File: src/rtl/seq_digit_adder_pkg.sv
// Shared types and helpers for the digit-serial adder: FSM encoding and
// counter sizing.
package seq_digit_adder_pkg;

  typedef enum logic [1:0] {
    ST_IDLE = 2'd0,
    ST_RUN  = 2'd1,
    ST_DONE = 2'd2
  } state_e;

  // Counter width for n digits; never narrower than one bit.
  function automatic int unsigned cnt_width(input int unsigned n);
    return (n <= 1) ? 1 : $clog2(n);
  endfunction

endpackage

File: src/rtl/seq_digit_adder_digit_adder.sv
// Combinational DIGIT-bit ripple-carry slice; also exposes the carry into
// the MSB so the caller can derive signed overflow.
module digit_adder #(
  parameter int unsigned DIGIT = 4
) (
  input  logic [DIGIT-1:0] a_i,
  input  logic [DIGIT-1:0] b_i,
  input  logic             cin_i,
  output logic [DIGIT-1:0] sum_o,
  output logic             cout_o,
  output logic             cmsb_o
);

  always_comb begin
    logic [DIGIT:0] c;
    c     = '0;
    sum_o = '0;
    c[0]  = cin_i;
    for (int i = 0; i < int'(DIGIT); i++) begin
      sum_o[i] = a_i[i] ^ b_i[i] ^ c[i];
      c[i+1]   = (a_i[i] & b_i[i]) | (c[i] & (a_i[i] ^ b_i[i]));
    end
    cout_o = c[DIGIT];
    cmsb_o = c[DIGIT-1];
  end

endmodule

File: src/rtl/seq_digit_adder.sv
// Digit-serial add/subtract: one DIGIT-wide slice reused NUM_DIGITS times,
// carry chained through a flop, valid/ready on both sides.
module seq_digit_adder
  import seq_digit_adder_pkg::*;
#(
  parameter int unsigned WIDTH = 16,
  parameter int unsigned DIGIT = 4
) (
  input  logic             clk,
  input  logic             rst_n,
  input  logic             in_valid,
  output logic             in_ready,
  input  logic [WIDTH-1:0] a,
  input  logic [WIDTH-1:0] b,
  input  logic             cin,
  input  logic             sub,
  output logic             out_valid,
  input  logic             out_ready,
  output logic [WIDTH-1:0] sum,
  output logic             cout,
  output logic             ovf
);

  localparam int unsigned NUM_DIGITS = WIDTH / DIGIT;
  localparam int unsigned CNT_W      = cnt_width(NUM_DIGITS);

  if ((WIDTH % DIGIT) != 0 || NUM_DIGITS < 1) begin : g_param_chk
    $fatal(1, "seq_digit_adder: WIDTH must be a non-zero multiple of DIGIT");
  end

  state_e             state_q, state_d;
  logic [CNT_W-1:0]   cnt_q, cnt_d;
  logic [WIDTH-1:0]   opa_q, opa_d;
  logic [WIDTH-1:0]   opb_q, opb_d;
  logic               carry_q, carry_d;
  logic [WIDTH-1:0]   sum_q, sum_d;
  logic               cout_q, cout_d;
  logic               ovf_q, ovf_d;
  logic               in_ready_q, in_ready_d;
  logic               out_valid_q, out_valid_d;

  int unsigned        idx;
  logic [DIGIT-1:0]   slice_a, slice_b, slice_sum;
  logic               slice_cout, slice_cmsb;
  logic               last_digit;

  // Select the current digit of each operand.
  always_comb begin
    idx     = 32'(cnt_q) * DIGIT;
    slice_a = opa_q[idx +: DIGIT];
    slice_b = opb_q[idx +: DIGIT];
  end

  assign last_digit = (cnt_q == CNT_W'(NUM_DIGITS - 1));

  digit_adder #(.DIGIT(DIGIT)) u_digit (
    .a_i    (slice_a),
    .b_i    (slice_b),
    .cin_i  (carry_q),
    .sum_o  (slice_sum),
    .cout_o (slice_cout),
    .cmsb_o (slice_cmsb)
  );

  always_comb begin
    state_d     = state_q;
    cnt_d       = cnt_q;
    opa_d       = opa_q;
    opb_d       = opb_q;
    carry_d     = carry_q;
    sum_d       = sum_q;
    cout_d      = cout_q;
    ovf_d       = ovf_q;
    case (state_q)
      ST_IDLE: begin
        if (in_valid) begin
          opa_d   = a;
          // Subtraction is a + ~b + 1: invert b here, inject the +1 as carry.
          opb_d   = sub ? ~b : b;
          carry_d = sub ? 1'b1 : cin;
          cnt_d   = '0;
          state_d = ST_RUN;
        end
      end
      ST_RUN: begin
        sum_d[idx +: DIGIT] = slice_sum;
        carry_d             = slice_cout;
        cnt_d               = cnt_q + CNT_W'(1);
        if (last_digit) begin
          cout_d  = slice_cout;
          ovf_d   = slice_cmsb ^ slice_cout;
          cnt_d   = '0;
          state_d = ST_DONE;
        end
      end
      ST_DONE: begin
        if (out_ready) begin
          state_d = ST_IDLE;
        end
      end
      default: begin
        state_d = ST_IDLE;
        cnt_d   = '0;
      end
    endcase
    in_ready_d  = (state_d == ST_IDLE);
    out_valid_d = (state_d == ST_DONE);
  end

  always_ff @(posedge clk or negedge rst_n) begin
    if (!rst_n) begin
      state_q     <= ST_IDLE;
      cnt_q       <= '0;
      opa_q       <= '0;
      opb_q       <= '0;
      carry_q     <= 1'b0;
      sum_q       <= '0;
      cout_q      <= 1'b0;
      ovf_q       <= 1'b0;
      in_ready_q  <= 1'b1;
      out_valid_q <= 1'b0;
    end else begin
      state_q     <= state_d;
      cnt_q       <= cnt_d;
      opa_q       <= opa_d;
      opb_q       <= opb_d;
      carry_q     <= carry_d;
      sum_q       <= sum_d;
      cout_q      <= cout_d;
      ovf_q       <= ovf_d;
      in_ready_q  <= in_ready_d;
      out_valid_q <= out_valid_d;
    end
  end

  assign in_ready  = in_ready_q;
  assign out_valid = out_valid_q;
  assign sum       = sum_q;
  assign cout      = cout_q;
  assign ovf       = ovf_q;

endmodule

File: config.mk
export PLATFORM = sky130hd
export DESIGN_NAME = seq_digit_adder
export DESIGN_NICKNAME = d
export VERILOG_FILES = /design/src/rtl/seq_digit_adder_pkg.sv /design/src/rtl/seq_digit_adder_digit_adder.sv /design/src/rtl/seq_digit_adder.sv
export SDC_FILE = /design/constraint.sdc
export NUM_CORES = 1
export LEC_CHECK = 0
export ABC_AREA = 0
export CORE_AREA = 3 3 129 81
export DETAILED_ROUTE_END_ITERATION = 12
export DIE_AREA = 0 0 132 84
export SLEW_MARGIN = 20
export SYNTH_ARGS = -nofsm -noshare
export SYNTH_HDL_FRONTEND = slang
export SYNTH_SLANG_ARGS = --single-unit
File: constraint.sdc
create_clock -name clk -period 4.11 [get_ports clk]
set_clock_uncertainty 0.15 [all_clocks]
set_input_delay 0.6165 -clock clk [delete_from_list [all_inputs] [get_ports clk]]
set_output_delay 0.6165 -clock clk [all_outputs]
set_load 0.01 [all_outputs]
# Word-level counts from Yosys, hierarchy flattened
# Index checks and enable logic that the tools add are counted.
dict set report totals {
  word_cells 63
  output_inout_bits 20
  reg_bits 57
  input_bits 38
}
dict set report op_classes {
  eq_ne 5
  reduce_logical 7
  bitwise 23
  n_addsub 2
  n_shift 4
  muxes 12
}
# op n
set ops {}
lappend ops {{$neg 4->34} 1}
lappend ops {{$shift 4x34->16 const A} 1}
lappend ops {{$shiftx 4x34->16} 1}
lappend ops {{$shiftx 16x5->4} 2}
lappend ops {{$bwmux 16} 1}
lappend ops {{$mux 16} 1}
lappend ops {{$not 16->16} 1}
lappend ops {{$pmux 2 s3} 2}
lappend ops {{$mux 2} 5}
lappend ops {{$xor 1x1->1} 9}
lappend ops {{$and 1x1->1} 8}
lappend ops {{$reduce_and 2->1} 4}
lappend ops {{$eq 2x2->1 const B} 3}
lappend ops {{$logic_not 2->1} 2}
lappend ops {{$or 1x1->1} 4}
lappend ops {{$add 2x1->2 const B} 1}
lappend ops {{$eq 2x1->1 const B} 1}
lappend ops {{$mux 1} 2}
lappend ops {{$ne 2x2->1 const B} 1}
lappend ops {{$pmux 1 s2} 1}
lappend ops {{$reduce_bool 2->1} 1}
lappend ops {{$not 1->1} 1}

# Depth between registers and ports, before layout
dict set report depth {
  depth_word 11
  ltp_mapped 8
  mapped_depth_nobuf 7
}

# Hierarchy
# Synthesis repeated with hierarchy kept, for this count alone.
dict set report hier_totals {
  hier_cells 220
  area_unflattened_um2 2836.5
}
# mod cells_each instances area_per_inst_um2 seq_area_each_um2
set by_module_without_submodules {}
lappend by_module_without_submodules {seq_digit_adder 208 1 2726.4 1427.6}
lappend by_module_without_submodules {digit_adder 12 1 110.1 0.0}

# Worst setup path after synthesis
# Ideal clock, no wire load.
dict set report synth_timing {
  path_type {register to register}
  start {register cnt_q[0]}
  end {register sum_q[15], in the netlist sum[15]}
  period_less_slack_ns 3.491
  setup_slack_ns 0.619
  setup_ns 0.121
  path_stages_with_launch 8
  required_time_ns 3.839
  path_buffers 1
  arrival_time_ns 3.220
  path_cell_list {dfrtp_1 -> buf_2 -> mux4_2 -> fa_1 -> fa_1 -> fa_1 -> fa_1 -> a22o_1}
}
dict set report synth_between {
  elab_chain_len 11
  word_cells_on_any_way 23
  cone_classes {add/sub: 1; shift: 4; mux: 1; bitwise: 17}
}
# item line
set synth_lines {}
lappend synth_lines {{start: declaration} seq_digit_adder.sv:32} ;# logic [CNT_W-1:0] cnt_q, cnt_d;
lappend synth_lines {{start signal: assignment} seq_digit_adder.sv:124} ;# cnt_q <= cnt_d;
lappend synth_lines {{$shiftx 16x5->4, on equally long branches} {seq_digit_adder.sv:50, seq_digit_adder.sv:51}}
lappend synth_lines {{$xor 1x1->1} {seq_digit_adder_digit_adder.sv:20, seq_digit_adder_digit_adder.sv:21}}
lappend synth_lines {{$and 1x1->1} seq_digit_adder_digit_adder.sv:21} ;# c[i+1] = (a_i[i] & b_i[i]) | (c[i] & (a_i[i] ^ b_i[i]));
lappend synth_lines {{$or 1x1->1} seq_digit_adder_digit_adder.sv:21}
lappend synth_lines {{$and 1x1->1} seq_digit_adder_digit_adder.sv:21}
lappend synth_lines {{$or 1x1->1} seq_digit_adder_digit_adder.sv:21}
lappend synth_lines {{$and 1x1->1} seq_digit_adder_digit_adder.sv:21}
lappend synth_lines {{$or 1x1->1} seq_digit_adder_digit_adder.sv:21}
lappend synth_lines {{$xor 1x1->1} seq_digit_adder_digit_adder.sv:20} ;# sum_o[i] = a_i[i] ^ b_i[i] ^ c[i];
lappend synth_lines {{$shiftx 4x34->16} seq_digit_adder.sv:86} ;# sum_d[idx +: DIGIT] = slice_sum;
lappend synth_lines {{$bwmux 16 *} seq_digit_adder.sv:86}
lappend synth_lines {{end signal: assignment} seq_digit_adder.sv:128} ;# sum_q <= sum_d;
lappend synth_lines {{end: declaration} seq_digit_adder.sv:36} ;# logic [WIDTH-1:0] sum_q, sum_d;
# Every way passes the cells marked *; elsewhere a longest branch is shown, timed or not.
# A chain may end at the register's enable or synchronous reset.

# Worst setup path in the final report
dict set report layout_timing {
  start {register cnt_q[1]}
  end {register sum_q[3], in the netlist sum[3]}
}
# Same word-level chain as after synthesis.

==> run_results.csv <==
group,metric,value,unit
outcome,status,"finished, final reports clean",
cts,clock_path_buffers,2,
timing,clock.fmax,299,MHz
floorplanning,rows,27,
timing,worstMarginPinSlew,0.951,ns
finish,final-seq-area,0.00143,mm^2
drt,num_vias,1770,
worst_setup_path,path_class,"reg2reg",
place,placed_area,0.00342,mm^2
timing,setup_tns,0,ns
place,port_buffers,57,
synthesis,syn_nets,248,
floorplanning,die_w,132,um
timing,final_hold_viol_count,0,
floorplanning,initial_utilization,29.4,%
power_and_ir_drop,power.density,857,mW/mm^2
worst_setup_path,critPathLaunchType,"register",
power_and_ir_drop,p_leak,1.53,nW
cts,cts_tree,"done",
worst_setup_path,required,4.17,ns
cts,cts_root_buffer,"clkbuf_16",
floorplanning,die_h,84,um
cts,clock_latency,0.33,ns
finish,final_area,0.00376,mm^2
finish,post-route-util,40.8,%
cts,cts_buffers,9,
finish,nFillCells,860,
worst_setup_path,arrival,3.41,ns
finish,n_antenna_cell,0,
drt,drt_iter0_drc,80,
floorplanning,coreArea,0.00922,mm^2
finish,syn_to_final_growth,38.9,%
cts,clkSlewWorstSetupHoldPaths,0.05,ns
drt,drtPass1Iterations,4,
drt,drt_drc_violations_left,0,
timing,finalMaxSlewViolations,0,
worst_setup_path,worstPathMaxFanout,13,
grt,gr-usage-all-layers,11.5,%
flow_run,maxCapViolations,0,
synthesis,netlist_area,0.00271,mm^2
timing,finalSetupViolCount,0,
timing,worst_slack,0.769,ns
power_and_ir_drop,worst_ir_drop_vdd,0.000309,V
cts,cts_resized,0,
cts,cts_setup_buffers,0,
drt,routedWlPerCell,15.2,um
worst_setup_path,crit_path_end_kind,"register",
min_path,hp-class,"in2async",
drt,final_antenna_net_count,0,
finish,multiInputGateArea,0.00122,mm^2
grt,grt_pass1_vias,1851,
synthesis,ys_seq_area_share,52.7,%
place,gp_congestion,0.739,
timing,timing.hold.ws,0.0140,ns
timing,rsz0062_at_grt,"false",
finish,fin_nets,309,
grt,grt_max_degree,46,
synthesis,ys_warn_count,0,
power_and_ir_drop,power,3.22,mW
timing,fin_crit_sh,81.3,%
drt,drt-total-wl,6000,um
floorplanning,ios,58,
place,pre_cts_ws,0.766,ns
floorplanning,dieArea,0.0111,mm^2
cts,postCtsHoldBufs,0,
synthesis,synth.distinct_cells,29,
place,placed_cells,380,
timing,min_period,3.34,ns
synthesis,synth-seq-cells,57,
timing,slew_headroom,36.4,%
finish,instances_no_fill,396,
synthesis,syn_inst,200,
grt,overflow,0,
cts,cts_sinks,57,
place,dp.final_hpwl,4500,um
grt,antenna_found_initial,0,
cts,htreeDepth,3,
grt,grt_pass1_wl,9760,um
finish,drive_above_1_share,20.7,%
synthesis,post_synth.cell_area_avg,13.6,um^2
drt,vias_per_cell,4.47,
synthesized netlist by cell type (all sizes together):
| master | number | share of area (%) |
|---|---|---|
| a2bb2oi | 1 | 0.32 |
| mux4 | 8 | 6.6 |
| dfstp | 1 | 0.97 |
| nor4 | 1 | 0.78 |
| nand2b | 2 | 0.46 |
| nor2 | 19 | 2.6 |
| buf | 8 | 1.6 |
| mux2 | 17 | 7.1 |
| ha | 6 | 2.8 |
| nand2 | 3 | 0.42 |
| inv | 3 | 0.42 |
| o21a | 1 | 0.28 |
| nor3b | 1 | 0.46 |
| or3 | 1 | 0.23 |
| nor2b | 1 | 0.23 |
| dfrtp | 56 | 52 |
| nand3b | 5 | 2.4 |
| fa | 4 | 3.0 |
| o21ai | 3 | 0.55 |
| a22o | 18 | 5.8 |
| clkbuf | 3 | 0.46 |
| xnor2 | 17 | 5.5 |
| a21oi | 18 | 3.3 |
| nor4b | 3 | 2.0 |
cell usage in the layout, fill, tap and decap left out, types with 4 or more instances in the layout:
cell and count:
clkbuf_16 9, mux4_2 8, mux2_2 17, a22o_1 18
a21oi_1 18, xnor2_1 17, nor2_1 19, buf_4 4
clkdlybuf4s50_1 56, fa_1 4, dfrtp_1 56, ha_1 6
cells by family after synthesis:
group | count (synthesis) | synth area share (%)
flip-flops | 57 | 52.7
buffers and inverters | 14 | 2.45
multiplexers | 25 | 13.7
AND/OR/NAND/NOR | 36 | 9.65
XOR/XNOR | 17 | 5.49
adder cells (fa/ha/maj) | 10 | 5.72
AO/OA/AOI/OAI | 41 | 10.3
final timing paths:
check | startpoint | endpoint | slack [ns] | cells after the start
worst min register to register | opa_q[0] | opa_q[0] | 0.35 | 1
worst min-delay path | rst_n | sum[12] | 0.01 | 1
worst max-delay path | cnt_q[1] | sum[3] | 0.77 | 6
worst max register to register | cnt_q[1] | sum[3] | 0.77 | 6
max in group asynchronous | rst_n | opb_q[7] | 2.94 | 2
min in group clk | opa_q[0] | opa_q[0] | 0.35 | 1
metal layers:
metal	vias up	track usage [%]	share of wire, %
met5	-	0	0
met2	49	16.6	43
met1	865	15.5	50
met4	0	4.00	1.5
met3	9	5.06	5.5
li1	847	-	-
flip-flops by register name, indices dropped and copies added, names as in the netlist:
register,flops
in_ready,1
carry_q,1
sum,16
opa_q,16
opb_q,16
cnt_q,2
ovf,1
state_q,2
out_valid,1
cout,1
worst max-delay path, stage by stage, from the launching register on:
cell and delay, ns:
dfrtp_1 0.65, mux4_2 0.40, fa_1 0.42, fa_1 0.39, fa_1 0.44, fa_1 0.53, a22o_1 0.24
power by group:
part / switching [mW] / leakage, nW / internal (mW)
registers: 0.196 / 0.692 / 0.810
clock network: 0.265 / 0.162 / 0.591
logic: 0.665 / 0.676 / 0.697
total: 1.13 / 1.53 / 2.10
layout make-up:
type                    count  area share [%]
clock buffers               9            5.98
clock inverters             7            3.16
inverters                   3           0.299
multi-input cells         129            32.5
flip-flops and latches     57            37.9
well taps                 130            4.32
repair buffers             61            15.8
Note: power is estimated with default switching activity, not from simulation.
